===== config.mk =====
export PLATFORM = sky130hd
export DESIGN_NAME = iterative_narrow_multiplier
export DESIGN_NICKNAME = d
export VERILOG_FILES = /design/src/rtl/iterative_narrow_multiplier_pkg.sv /design/src/rtl/iterative_narrow_multiplier_array_mult.sv /design/src/rtl/iterative_narrow_multiplier.sv
export SDC_FILE = /design/constraint.sdc
export NUM_CORES = 1
export LEC_CHECK = 0
export BUFFER_PORTS_ARGS = -buffer_cell sky130_fd_sc_hd__buf_4
export CELL_PAD_IN_SITES_DETAIL_PLACEMENT = 0
export CELL_PAD_IN_SITES_GLOBAL_PLACEMENT = 2
export CORE_MARGIN = 4
export CORE_UTILIZATION = 36
export DETAILED_ROUTE_END_ITERATION = 6
export GPL_TIMING_DRIVEN = 0
export PLACE_DENSITY = 0.94
export SLEW_MARGIN = 20
export SYNTH_ARGS = -nofsm -noshare
export SYNTH_HDL_FRONTEND = slang
export SYNTH_SLANG_ARGS = --single-unit

===== constraint.sdc =====
create_clock -name clk -period 14.1 [get_ports clk]
set_input_delay 1.41 -clock clk [delete_from_list [all_inputs] [get_ports clk]]
set_output_delay 1.41 -clock clk [all_outputs]
set_load 0.02 [all_outputs]

===== src/rtl/iterative_narrow_multiplier_pkg.sv =====
// Shared definitions for the iterative narrow multiplier: FSM state
// encodings and the number of half-product steps per operation.
package narrow_mult_pkg;

   typedef enum logic [1:0] {
      IDLE = 2'd0,
      MUL  = 2'd1,
      DONE = 2'd2
   } state_t;

   localparam int NUM_STEPS = 4;

endpackage


===== src/rtl/iterative_narrow_multiplier_array_mult.sv =====
// Generic combinational unsigned array multiplier, m x n bits -> m+n bits.
// Each row is the multiplicand gated by one multiplier bit, shifted into
// place and summed.
module ArrayMultiplier_generic #(
   parameter int m = 8,
   parameter int n = 8
) (
   input  logic [m-1:0]   a,
   input  logic [n-1:0]   b,
   output logic [m+n-1:0] p
);

   // Sum of shifted partial-product rows.
   always_comb begin
      p = '0;
      for (int i = 0; i < n; i++) begin
         if (b[i]) begin
            p = p + ({{n{1'b0}}, a} << i);
         end
      end
   end

endmodule


===== src/rtl/iterative_narrow_multiplier.sv =====
// Iterative multiplier: a single (WIDTH/2)x(WIDTH/2) array multiplier is
// reused over four steps (LL, LH, HL, HH) to build the 2*WIDTH-bit product.
// Optional feature macro: SIGNED_MODE_EN adds the in_signed port; signed
// operands are converted to magnitudes on acceptance and the result is
// negated on the final accumulation edge.
//
// Handshake: an operand pair transfers on a rising edge where in_valid and
// in_ready are both high; a product transfers on a rising edge where
// out_valid and out_ready are both high. product stays stable while
// out_valid is high and out_ready is low.
module iterative_narrow_multiplier
   import narrow_mult_pkg::*;
#(
   parameter int WIDTH = 16
) (
   input  logic               clk,
   input  logic               rst,
   input  logic               in_valid,
   output logic               in_ready,
   input  logic [WIDTH-1:0]   a,
   input  logic [WIDTH-1:0]   b,
   output logic               out_valid,
   input  logic               out_ready,
   output logic [2*WIDTH-1:0] product,
`ifdef SIGNED_MODE_EN
   input  logic               in_signed,
`endif
   output logic [1:0]         state_dbg
);

   localparam int HALF = WIDTH / 2;

   state_t               state;
   logic [1:0]           step;
   logic [WIDTH-1:0]     a_q;
   logic [WIDTH-1:0]     b_q;
   logic [2*WIDTH-1:0]   acc;
   logic [HALF-1:0]      mul_a;
   logic [HALF-1:0]      mul_b;
   logic [WIDTH-1:0]     half_prod;
   logic [2*WIDTH-1:0]   term;
   logic [2*WIDTH-1:0]   acc_next;
   logic [2*WIDTH-1:0]   final_val;
   logic [WIDTH-1:0]     a_in;
   logic [WIDTH-1:0]     b_in;

`ifdef SIGNED_MODE_EN
   logic                 neg_q;
   logic                 neg_in;

   // Convert signed operands to magnitudes and work out the result sign.
   always_comb begin
      a_in   = (in_signed && a[WIDTH-1]) ? (~a + 1'b1) : a;
      b_in   = (in_signed && b[WIDTH-1]) ? (~b + 1'b1) : b;
      neg_in = in_signed & (a[WIDTH-1] ^ b[WIDTH-1]);
   end

   assign final_val = neg_q ? (~acc_next + 1'b1) : acc_next;
`else
   assign a_in      = a;
   assign b_in      = b;
   assign final_val = acc_next;
`endif

   // The one shared array multiplier.
   ArrayMultiplier_generic #(
      .m (HALF),
      .n (HALF)
   ) u_array_mult (
      .a (mul_a),
      .b (mul_b),
      .p (half_prod)
   );

   // Step-indexed operand half-select and alignment of the half-product.
   always_comb begin
      mul_a = a_q[HALF-1:0];
      mul_b = b_q[HALF-1:0];
      term  = {{WIDTH{1'b0}}, half_prod};
      case (step)
         2'd0: begin
            mul_a = a_q[HALF-1:0];
            mul_b = b_q[HALF-1:0];
            term  = {{WIDTH{1'b0}}, half_prod};
         end
         2'd1: begin
            mul_a = a_q[HALF-1:0];
            mul_b = b_q[WIDTH-1:HALF];
            term  = {{WIDTH{1'b0}}, half_prod} << HALF;
         end
         2'd2: begin
            mul_a = a_q[WIDTH-1:HALF];
            mul_b = b_q[HALF-1:0];
            term  = {{WIDTH{1'b0}}, half_prod} << HALF;
         end
         default: begin
            mul_a = a_q[WIDTH-1:HALF];
            mul_b = b_q[WIDTH-1:HALF];
            term  = {{WIDTH{1'b0}}, half_prod} << WIDTH;
         end
      endcase
      acc_next = acc + term;
   end

   // Control FSM with registered handshake outputs and result register.
   always_ff @(posedge clk) begin
      if (rst) begin
         state     <= IDLE;
         in_ready  <= 1'b1;
         out_valid <= 1'b0;
         product   <= '0;
         acc       <= '0;
         step      <= '0;
         a_q       <= '0;
         b_q       <= '0;
`ifdef SIGNED_MODE_EN
         neg_q     <= 1'b0;
`endif
      end else begin
         case (state)
            IDLE: begin
               if (in_valid) begin
                  a_q      <= a_in;
                  b_q      <= b_in;
`ifdef SIGNED_MODE_EN
                  neg_q    <= neg_in;
`endif
                  acc      <= '0;
                  step     <= '0;
                  in_ready <= 1'b0;
                  state    <= MUL;
               end
            end
            MUL: begin
               acc  <= acc_next;
               step <= step + 2'd1;
               if (step == 2'(NUM_STEPS - 1)) begin
                  product   <= final_val;
                  out_valid <= 1'b1;
                  state     <= DONE;
               end
            end
            DONE: begin
               if (out_ready) begin
                  out_valid <= 1'b0;
                  in_ready  <= 1'b1;
                  state     <= IDLE;
               end
            end
            default: begin
               out_valid <= 1'b0;
               in_ready  <= 1'b1;
               state     <= IDLE;
            end
         endcase
      end
   end

   assign state_dbg = state;

endmodule


==> results of run 1 <==
[flip-flops by register name, indices dropped and copies added, names as in the netlist]
signal / cells
in_ready: 1
step: 2
b_q: 16
product: 32
acc: 32
out_valid: 1
state_dbg: 2
a_q: 16
[metal layers]
layer  part of all wire (%)  up-vias  wire, um  track usage (%)
met4                    1.7        0       441             4.77
met5                      0        -         0                0
met2                     47      155     12400             33.8
li1                       -     4272         -                -
met1                     48     3950     12500             26.5
met3                    3.5       28       907             2.60
[how the worst max path moves through the flow]
stage	from	to	slack, ns	cells past startpoint
final	step[0]	acc[31]	1.03	65
after global routing	step[0]	acc[31]	-0.01	65
after CTS	step[0]	acc[31]	0.03	66
after detailed placement	step[0]	acc[31]	-0.04	61
after global placement	step[0]	acc[31]	0.11	61
after floorplan	step[0]	acc[31]	2.07	66
[tightest hold or removal path, delay by kind of cell, from the launching register on]
| family | cells | cell delay [ns] |
|---|---|---|
| DFF | 1 | 0.31 |
| AOI/OAI and AO/OA | 1 | 0.05 |
| and+or+nand+nor | 1 | 0.05 |
[area by class of cell]
class                           count  area [um^2]
Fill cell                        2491        13500
Multi-Input combinational cell    951         6350
Sequential cell                   102         2040
Timing Repair Buffer               75          563
Tap cell                          319          399
Buffer                             54          230
Clock buffer                        9          225
Inverter                           49          184
Clock inverter                      7         96.3
[stage by stage]
stage / instance area (um^2) / TNS [ns]
after global routing: 10100 / -0.0140
after global placement: 9630 / 0
after detailed placement: 9630 / -0.0368
final: 10100 / 0
after CTS: 9960 / 0
after floorplan: 8700 / 0
[Yosys cell counts, drive strengths merged (3+ instances only)]
cell | instances | area, um^2
nand2 | 206 | 773
a21oi | 146 | 731
dfxtp | 102 | 2040
nor2 | 85 | 329
ha | 84 | 1050
o21ai | 54 | 278
inv | 49 | 184
clkbuf | 44 | 165
nand3 | 43 | 220
xnor2 | 42 | 368
mux2i | 22 | 224
a21o | 18 | 135
nor3 | 15 | 80.1
xor2 | 14 | 123
mux2 | 13 | 146
nand2b | 13 | 81.3
nor2b | 12 | 75.1
o31ai | 12 | 104
buf | 11 | 68.8
o21a | 11 | 82.6
and2 | 10 | 63.8
or3 | 10 | 62.6
a211oi | 9 | 67.6
fa | 8 | 160
nand4 | 8 | 50.1
a31oi | 7 | 43.8
nor3b | 7 | 57.6
a22o | 6 | 52.6
and3 | 6 | 37.5
o21bai | 6 | 45.0
o22ai | 6 | 37.5
or3b | 6 | 55.1
a21boi | 5 | 37.5
a41oi | 5 | 77.6
nand4b | 5 | 43.8
a211o | 4 | 35.0
o211ai | 4 | 30.0
or4 | 4 | 33.8
or4b | 4 | 40.0
a311oi | 3 | 32.5
a31o | 3 | 26.3
nor4b | 3 | 32.5
o21ba | 3 | 30.0
[report_power, final]
group | switching, mW | leakage (nW) | total, mW | internal, mW
sequential | 0.00667 | 0.828 | 0.303 | 0.296
clock | 0.131 | 0.154 | 0.275 | 0.144
combinational | 0.137 | 3.28 | 0.219 | 0.0819
[cell families after synthesis]
| kind of cell | after synthesis |
|---|---|
| buffers and inverters | 104 |
| xor gates and xnor gates | 57 |
| DFF | 102 |
| AOI/OAI and AO/OA | 319 |
| and+or+nand+nor | 446 |
| muxes | 35 |
| adders and majority gates | 94 |
[repair_timing]
action / in CTS / in global routing
resized for setup: 3 / 29
pin swaps: 0 / 7
endpoints found under the setup margin: 1 / 28
hold buffers: 0 / 0
buffers inserted: 0 / 5
==> results.txt, run 1 <==
status - finished, final reports clean
Post-DRT Antenna Nets - 0
WHS Path Cells - 2
commonest non-fill, non-tap cell in the layout - nand2_1
layout cells sized above 1 - 13.2%
critical path type - register to register
Register-to-Register Setup Slack - 1.03 ns
Tmin final - 13.07 ns
Tot GR Track Use - 19.8%
Worst Hold Path EP - product[16]
Max-slew headroom - 40.5%
most used cell, CP - ha_1
maximum VDD drop - 72.1 uV
Nets - 1,370
largest net degree at the start of global routing - 21
commonest non-fill, non-tap cells in the layout - nand2_1 (205), a21oi_1 (140), dfxtp_1 (102), nor2_1 (82), ha_1 (82)
Synth Instances - 1,157
Syn Nets - 1,285
dpl cells - 1,546
CTS tree - yes
Hold WS - 0.457 ns
synthesized area per cell - 7.52 um^2
synthesized cell area - 8700 um^2
initial core utilization - 36.9%
DR vias - 8,405
die width - 163 um
Req. time, crit path - 14.40 ns
Worst EP arrival - 13.37 ns
global-route wire length before repair - 42,500 um
final setup margin - 1.03 ns
Tightest Pin Transition - 0.868 ns
post-layout util - 42.7%
R2R cell count - 65
Ports - 72
clk root buf - clkbuf_16
period utilization - 92.7%
Rows - 56
CTS buffer count - 9
non-filler cells, final - 1,566
clock skew - 0.0180 ns
multiplexer area fraction after synthesis - 4.25%
grt ovf - 0
HPWL after DPL - 20,900 um
Seq cells post-synth - 102
Synth Area in XOR/XNOR - 5.89%
Hold Path Class - register to register
final setup fails - 0
Synth Area in Simple Gates - 24.2%
max-capacitance violation count - 0
Crit-path slowest cell - or4b_1
Achievable Freq - 0.0765 GHz
synth unique cells - 92
maximum net fanout on the critical path - 10
chip height - 163 um
DRC violations left - 0
routed length per placed instance - 16.7 um
final hold vios - 0
initial antenna violation count - 0
die area - 26,700 um^2
Clock Path Buffers - 2
clock latency on the worst-skew pair - 0.36 ns
hold_sp - product[16]
largest family of logic cells by synthesized area - simple AND/OR/NAND/NOR gates
Starting DRT DRC Count - 442
vias per std cell - 5.37
Area growth syn-to-layout - 15.9%
total clock sinks - 102
Startpoint Class - register
dominant synthesized flop cell - dfxtp_1
# port buffers - 70
Placer Congestion - 0.888
Synth Warn # - 0
crit-path max cell delay - 0.51 ns
post-place setup slack - -0.0368 ns
pwr dens - 79.0 nW/um^2
sequential share of the synthesized area - 23.5%
antenna cells - 0
H-tree depth - 3
Final Total Pwr - 0.797 mW
critical path's top delay family - compound AO/OA/AOI/OAI gates
complex-gate fraction of the synthesized area - 23.2%
Post-synth EDFFs - 0
Leakage - 4.26 nW
WP buf/inv - 5
r2r endpoint - acc[31]
core area - 23,600 um^2
Critical Path End Type - register
vias in the first global route - 8,150
Reg clk slew, reported paths - 0.08 ns
RR Startpoint - step[0]
Synth async-reset ratio - 0%
Max Slew Vio Count - 0
Post-Route WL - 26,200 um
Synth Area in Adders - 14.1%
DR pass1 iterations - 4
No activity file was read; power rests on OpenSTA's default activity.
==> run 2, diff against run 1 <==
--- a/config.mk
+++ b/config.mk
@@ -12,7 +12,7 @@
 export CORE_UTILIZATION = 36
 export DETAILED_ROUTE_END_ITERATION = 6
 export GPL_TIMING_DRIVEN = 0
-export PLACE_DENSITY = 0.94
+export PLACE_DENSITY = 0.82
 export SLEW_MARGIN = 20
 export SYNTH_ARGS = -nofsm -noshare
 export SYNTH_HDL_FRONTEND = slang
==> results.txt, run 2 (synthesis gave the netlist of run 1 again) <==
status - finished, final reports clean
sw frac - 36.1%
Clock Path Buffers - 2
initial antenna violation count - 0
Post-DRT Antenna Nets - 0
clock skew - 0.0155 ns
DR vias - 8,359
Post-Route WL - 27,400 um
CTS tree - yes
layout cells sized above 1 - 13.5%
Hold WS - 0.455 ns
commonest non-fill, non-tap cells in the layout - nand2_1 (205), a21oi_1 (139), dfxtp_1 (102), ha_1 (82), nor2_1 (81)
die width - 163 um
pwr dens - 78.3 nW/um^2
period utilization - 94.1%
clock network fraction of total power - 33.6%
Critical Path End Type - register
post-layout util - 42.8%
Rows - 56
vias per std cell - 5.33
grt ovf - 0
Req. time, crit path - 14.34 ns
initial core utilization - 36.9%
final setup fails - 0
setup TNS - 0 ns
Achievable Freq - 0.0754 GHz
die area - 26,700 um^2
register share of total power - 38.3%
dpl cells - 1,546
maximum net fanout on the critical path - 10
filler instances - 2,506
Tot GR Track Use - 20.5%
HPWL after DPL - 21,400 um
CTS Hold Bufs - 0
Placer Congestion - 0.841
final setup margin - 0.830 ns
commonest non-fill, non-tap cell in the layout - nand2_1
maximum VDD drop - 48.3 uV
hold_sp - product[10]
cell internal pwr - 0.505 mW
Tightest Pin Transition - 0.835 ns
Leakage - 4.24 nW
H-tree depth - 3
sw power - 0.285 mW
routed length per placed instance - 17.5 um
Tmin final - 13.27 ns
Area growth syn-to-layout - 16.0%
# port buffers - 70
critical path type - register to register
Hold Path Class - register to register
antenna cells - 0
Startpoint Class - register
CTS buffer count - 9
total clock sinks - 102
Ports - 72
Nets - 1,371
DRC violations left - 0
Worst EP arrival - 13.51 ns
final hold vios - 0
non-filler cells, final - 1,567
largest net degree at the start of global routing - 21
clk root buf - clkbuf_16
RR Startpoint - step[0]
Starting DRT DRC Count - 368
chip height - 163 um
Crit-path slowest cell - or4b_1
global-route wire length before repair - 43,500 um
vias in the first global route - 7,992
Max-slew headroom - 42.8%
biggest regs - acc (32), product (32)
Comb power frac - 28.1%
post-place setup slack - -0.143 ns
crit-path max cell delay - 0.51 ns
max-capacitance violation count - 0
DR pass1 iterations - 5
CP Launch Point - step[0]
clock latency on the worst-skew pair - 0.36 ns
most used cell, CP - ha_1
core area - 23,600 um^2
Max Slew Vio Count - 0
Reg clk slew, reported paths - 0.09 ns
-- run 2: final timing paths --
check	endpoint	depth (start not counted)	slack, ns
setup / recovery	product[28]	62	0.83
hold / removal	product[10]	2	0.46
setup reg to reg	product[28]	62	0.83
hold reg to reg	product[10]	2	0.46
-- run 2: critical path, delay by kind of cell (launching register included) --
kind | cells | cell delay [ns]
DFF | 1 | 0.38
xor gates and xnor gates | 5 | 0.87
adders and majority gates | 10 | 3.18
and+or+nand+nor | 15 | 3.13
buffers and inverters | 6 | 0.60
muxes | 1 | 0.26
AOI/OAI and AO/OA | 25 | 4.72
-- run 2: layout make-up --
class	instances	area (um^2)	area share, %
Tap cell	319	399	3.95
Buffer	54	230	2.28
Clock inverter	7	75.1	0.744
Clock buffer	9	225	2.23
Timing Repair Buffer	76	571	5.65
Multi-Input combinational cell	951	6360	63.1
Inverter	49	188	1.86
Sequential cell	102	2040	20.2
-- run 2: routing by layer --
layer	vias to the layer above	global-route usage, %	routed length (um)	share of wire [%]
met1	3935	29.7	13800	50
met2	129	33.0	12400	45
met3	22	2.22	852	3.1
met4	0	4.50	371	1.4
met5	-	0	0	0
li1	4273	-	-	-
-- run 2: power groups by stage --
stage | logic (mW) | clock network (mW) | registers (mW)
2_1_floorplan | 0.156 | 0 | 0.308
3_3_place_gp | 0.215 | 0 | 0.309
3_5_place_dp | 0.216 | 0 | 0.310
4_1_cts | 0.218 | 0.271 | 0.303
5_1_grt | 0.247 | 0.279 | 0.304
6_report | 0.222 | 0.265 | 0.303
-- run 2: metrics by stage --
| stage | total power [mW] | instance area, um^2 |
|---|---|---|
| floorplan | 0.463 | 8700 |
| global placement | 0.524 | 9630 |
| detailed placement | 0.526 | 9630 |
| CTS | 0.792 | 9950 |
| global route | 0.830 | 10100 |
| finish | 0.790 | 10100 |
-- run 2: what timing repair did --
action	CTS	global route
buffers inserted	0	6
endpoints found under the setup margin	2	28
pin swaps	0	7
resized for setup	4	34
endpoints found under the hold margin	0	0
